File: config.mk
export PLATFORM = sky130hd
export DESIGN_NAME = mem_stage_sequencer
export DESIGN_NICKNAME = d
export VERILOG_FILES = /design/src/rtl/mem_stage_sequencer.sv
export SDC_FILE = /design/constraint.sdc
export NUM_CORES = 1
export LEC_CHECK = 0
export CORE_MARGIN = 4
export CORE_UTILIZATION = 39
export DETAILED_ROUTE_END_ITERATION = 12
export GPL_TIMING_DRIVEN = 0
export PLACE_DENSITY = 0.8
export SLEW_MARGIN = 20
export SYNTH_ARGS = -nofsm -noshare
export SYNTH_HDL_FRONTEND = slang
export SYNTH_SLANG_ARGS = --single-unit
File: constraint.sdc
create_clock -name clk -period 2.1 [get_ports clk]
set_clock_uncertainty 0.1 [all_clocks]
set_input_delay 0.315 -clock clk [delete_from_list [all_inputs] [get_ports clk]]
set_output_delay 0.315 -clock clk [all_outputs]
set_load 0.01 [all_outputs]
File: src/rtl/mem_stage_sequencer.sv
// mem_stage_sequencer
// ---------------------------------------------------------------------------
// Purpose: runs the Memory-stage data access against a multi-cycle data
// memory. While an access is outstanding, Fetch, Decode, Execute and Memory
// are held, and a bubble is forced into the Memory-to-Writeback register.
// When the access completes, the captured load data is presented on ReadDataM
// for the single cycle in which the instruction advances to Writeback.
//
// Handshake: mem_req/mem_we/mem_addr/mem_wdata are registered. They stay
// stable from the edge that raises mem_req until the edge at which mem_ready
// is sampled high. That edge completes the transfer and drops mem_req.
// mem_ready is ignored whenever mem_req is low. mem_rdata is only meaningful
// alongside mem_ready.
//
// Ports:
//   clk, reset                  rising-edge clock, synchronous active-high reset
//   MemReadM, MemWriteM         load/store in Memory stage (both => store)
//   ALUOutM, WriteDataM         access byte address and store data
//   mem_req, mem_we             registered request / write enable
//   mem_addr, mem_wdata         registered address / store data
//   mem_ready, mem_rdata        memory completion and load data
//   ReadDataM                   registered load result
//   StallF/D/E/M, FlushW        combinational hazard controls
//   MemFault                    sticky misalignment/timeout flag
//   fsm_state                   current sequencer state (observability)
// ---------------------------------------------------------------------------
module mem_stage_sequencer #(
   parameter int TIMEOUT = 64,
   parameter int CNT_W   = 7
) (
   input  logic        clk,
   input  logic        reset,
   input  logic        MemReadM,
   input  logic        MemWriteM,
   input  logic [31:0] ALUOutM,
   input  logic [31:0] WriteDataM,
   output logic        mem_req,
   output logic        mem_we,
   output logic [31:0] mem_addr,
   output logic [31:0] mem_wdata,
   input  logic        mem_ready,
   input  logic [31:0] mem_rdata,
   output logic [31:0] ReadDataM,
   output logic        StallF,
   output logic        StallD,
   output logic        StallE,
   output logic        StallM,
   output logic        FlushW,
   output logic        MemFault,
   output logic [1:0]  fsm_state
);

   localparam logic [1:0] IDLE = 2'd0;
   localparam logic [1:0] BUSY = 2'd1;
   localparam logic [1:0] DONE = 2'd2;

   // Last count value tolerated without ready; the edge seeing it aborts.
   localparam logic [CNT_W-1:0] TIMEOUT_LAST = CNT_W'(TIMEOUT - 1);

   logic [1:0]       state;
   logic [CNT_W-1:0] counter;
   logic             acc;
   logic             hold;

   assign acc = MemReadM | MemWriteM;

   // The pipeline is held for the issue cycle and every wait cycle.
   // In DONE the instruction is released so it advances with ReadDataM valid.
   assign hold = ((state == IDLE) && acc) || (state == BUSY);

   assign StallF    = hold;
   assign StallD    = hold;
   assign StallE    = hold;
   assign StallM    = hold;
   assign FlushW    = hold;
   assign fsm_state = state;

   always_ff @(posedge clk) begin
      if (reset) begin
         state     <= IDLE;
         mem_req   <= 1'b0;
         mem_we    <= 1'b0;
         mem_addr  <= '0;
         mem_wdata <= '0;
         ReadDataM <= '0;
         counter   <= '0;
         MemFault  <= 1'b0;
      end else begin
         case (state)
            IDLE: begin
               if (acc) begin
                  if (ALUOutM[1:0] == 2'b00) begin
                     mem_req   <= 1'b1;
                     mem_we    <= MemWriteM;
                     mem_addr  <= ALUOutM;
                     mem_wdata <= WriteDataM;
                     counter   <= '0;
                     state     <= BUSY;
                  end else begin
                     // Misaligned: never touch memory, complete with a fault.
                     MemFault  <= 1'b1;
                     ReadDataM <= '0;
                     state     <= DONE;
                  end
               end
            end
            BUSY: begin
               // Ready takes priority over the timeout on the same edge.
               if (mem_ready) begin
                  mem_req <= 1'b0;
                  // The latched write enable decides load vs store, so an
                  // access with both controls set keeps ReadDataM unchanged.
                  if (!mem_we) begin
                     ReadDataM <= mem_rdata;
                  end
                  state <= DONE;
               end else if (counter == TIMEOUT_LAST) begin
                  mem_req   <= 1'b0;
                  ReadDataM <= '0;
                  MemFault  <= 1'b1;
                  state     <= DONE;
               end else begin
                  counter <= counter + 1'b1;
               end
            end
            DONE: begin
               // acc here still belongs to the completing instruction.
               state <= IDLE;
            end
            default: begin
               state <= IDLE;
            end
         endcase
      end
   end

endmodule

==> results.cfg <==
[logic_synthesis]
synth_top_family_by_area = compound AO/OA/AOI/OAI gates
yosys.area_share.simple_pct = 17.5
syn_area_um2 = 3800
synth_compound_area_share_pct = 19.3
ys_types = 36
synth_edf_count = 0
synth.area.top_cells = dfxtp_1, nand2_1, a21oi_1, a22o_1, buf_8
yosys_warnings = 0
async_flop_share_pct = 0
avgSynthCellArea_um2 = 9.10
synth.area.mux_share_pct = 0
synthAdderAreaFrac_pct = 0.329
synth_xor_area_share_pct = 0.230
yosysTopAreaCellShare_pct = 56.9
syn_nets = 520
yosysTopAreaCell = dfxtp_1
ys_seq_area_share_pct = 56.9
synth_cells = 418
ys_ff_latch = 108
synthFlopType = dfxtp_1

[pwr]
power_leakage_nw = 2.24
p_per_area_nw_per_um2 = 658
power.internal_mw = 3.07
switchingPower_mw = 1.06
power_mw = 4.14
peakVddDrop_uv = 364
power_frac_seq_pct = 52.0
clock_power_share_pct = 32.6
power_frac_comb_pct = 15.4
swShare_pct = 25.7

[setup_path]
worstPathRequired_ns = 1.68
r2r.worst_path.cells = 6
start_kind = flip-flop
critPathSlowestCell = clkdlybuf4s50_1
critPathBufInv = 2
worst-path-max-fanout = 5
crit_family = buffers and inverters
worstReg2RegEnd = ReadDataM[14]
arrival_ns = 1.62
cp-end-kind = output pin
worstPathCellList = nor3_4 -> nor2_4 -> buf_4 -> clkdlybuf4s50_1
crit_type = reg2out
cp_slowest_stage_delay_ns = 0.53
regToRegSetupSlack_ns = 0.13
regToRegStartpoint = counter[0]

[final_layout]
seqCellArea_um2 = 2170
diodes = 0
n_fill_cell = 824
area_growth_syn_to_layout_pct = 65.4
fin_nets = 739
drive_gt1_share_pct = 6.54
multi_input_area_um2 = 1440
fin_area_um2 = 6290

[timing]
period_minus_slack_ns = 2.03
holdWs_ns = 0.361
timing.slew.headroom_pct = 65.7
max_freq_mhz = 492
min_period_over_period_pct = 96.7
setup_viol = 0
rsz0062_at_grt = no
hold_viol = 0
setup-tns-final_ns = 0
setup_ws_ns = 0.0689
maxSlewViolCount = 0
worst_pin_slew_ns = 0.510

[hold_path]
min-delay-start = mem_wdata[0]
hold_depth = 2
hold_class = reg2reg
holdPathEnd = mem_wdata[0]

[detailed_routing]
drt_iter0_drc = 152
via_per_inst = 4.84
antenna_left = 0
first_pass_iters = 6
route.detailed.drc = 0
wl_per_cell_um = 15.1
totalWireLength_mm = 11.6
vias = 3734

[placed_design]
dp_slack_ns = -0.332
numPortBuffers = 206
dpl.hpwl_mm = 8.80
dpl-instance-area_um2 = 6030
gp_congestion = 0.774

[floorplanning]
core_area_um2 = 9370
die_y_um = 107
initial_core_util_pct = 40.6
ios = 207
rows = 35
dieArea_um2 = 11400
die_width_um = 107

[global_route]
antenna_found_initial = 0
first_global_vias = 3764
overflow = 0
grt_max_degree = 21
grt_pass1_wl_mm = 18.0
track_usage_pct = 19.6

[clock_network]
cts_tree = yes
ctsHoldBuffers = 0
path_clk_slew_ns = 0.10
numClockSinks = 108
clkLatencyLatePin_ns = 0.36
htreeDepth = 3
numCtsBuffers = 9
cts-root-buf = clkbuf_8
cts_buffer_depth = 2

[outcome]
outcome = finished clean

[job]
drv_cap = 0
==> cells by family (layout without fill, tap and decap cells) <==
| group | count (synthesis) | in the layout |
|---|---|---|
| adders and majority gates | 1 | 1 |
| xor gates and xnor gates | 1 | 1 |
| AOI/OAI and AO/OA | 116 | 116 |
| buffers and inverters | 34 | 258 |
| and+or+nand+nor | 158 | 158 |
| DFF | 108 | 108 |
==> metal layers <==
layer	GRT usage (%)	up-vias	wire length, µm	share of wire, %
li1	-	1867	-	-
met1	22.5	1702	4590	39
met2	34.3	141	5910	51
met3	4.76	24	823	7.1
met4	8.77	0	314	2.7
met5	0	-	0	0
==> state kept, by name, indices dropped and copies added, names as in the netlist <==
signal     flops
fsm_state      2
counter        7
ReadDataM     32
mem_addr      32
MemFault       1
mem_wdata     32
mem_we         1
mem_req        1
==> power groups by stage <==
stage          registers, mW  clock network, mW  logic (mW)
6_report                2.15               1.35       0.635
5_1_grt                 2.16               1.46       0.683
4_1_cts                 2.15               1.39       0.638
3_5_place_dp            2.20                  0       0.629
3_3_place_gp            2.20                  0       0.618
2_1_floorplan           2.23                  0       0.198
==> repair_timing <==
item,CTS,global route
pin swaps,1,1
endpoints found under the setup margin,5,62
setup buffers,2,0
resized for setup,8,5
==> area by class of cell <==
class / instances / area share (%)
clock inverters: 7 / 1.51
clock buffers: 9 / 1.97
plain buffers: 33 / 3.42
well taps: 129 / 2.57
flip-flops and latches: 108 / 34.5
multi-input cells: 276 / 23.0
repair buffers: 208 / 33.0
inverters: 1 / 0.0597
==> how the worst max path moves through the flow <==
stage	from	end	cells after the start
after global placement	MemWriteM	StallF	5
after floorplan	counter[0]	ReadDataM[10]	6
after global routing	fsm_state[0]	StallM	4
after detailed placement	MemWriteM	StallD	5
final	fsm_state[0]	StallM	4
after CTS	fsm_state[1]	StallM	3
==> layout by cell type (no fill, tap or decap), types with 2 or more instances in the layout <==
cell type and count:
buf_8 6, inv_8 2, a22o_1 32, nand2_1 128, buf_2 7, nand3_1 7
nor2_1 5, and2_1 2, clkdlybuf4s50_1 202, dlygate4sd2_1 3, a31oi_1 2, clkinv_4 3
a21oi_1 68, nand3b_1 3, clkbuf_1 16, dfxtp_1 106, buf_4 6, clkbuf_8 9
dfxtp_4 2, nor3_1 2, o31ai_1 2, o211ai_1 2, nand2b_1 2
==> tightest hold or removal path: cells and delay by family, from the launching register on <==
kind / cells / cell delay, ns
flops: 1 / 0.32
simple gates: 1 / 0.05
compound gates: 1 / 0.05
==> through the flow <==
step | util, % | cells
final | 67.1 | 771
after global routing | 67.1 | 771
after CTS | 66.9 | 771
after detailed placement | 64.3 | 753
after global placement | 64.3 | 753
after floorplan | - | 418
==> Yosys cell counts, types with 2 or more instances <==
master    count
nor2_1        6
buf_4         4
and2_1        2
o21ai_1       2
nor3_1        3
a31oi_1       2
nand2_1     128
buf_8         6
a21oi_1      68
nand3_1       7
o211ai_1      2
dfxtp_1     108
clkbuf_1     16
a22o_1       32
buf_2         7
o31ai_1       2
nand2b_1      2
nand3b_1      3
(Power assumes the default switching activity.)
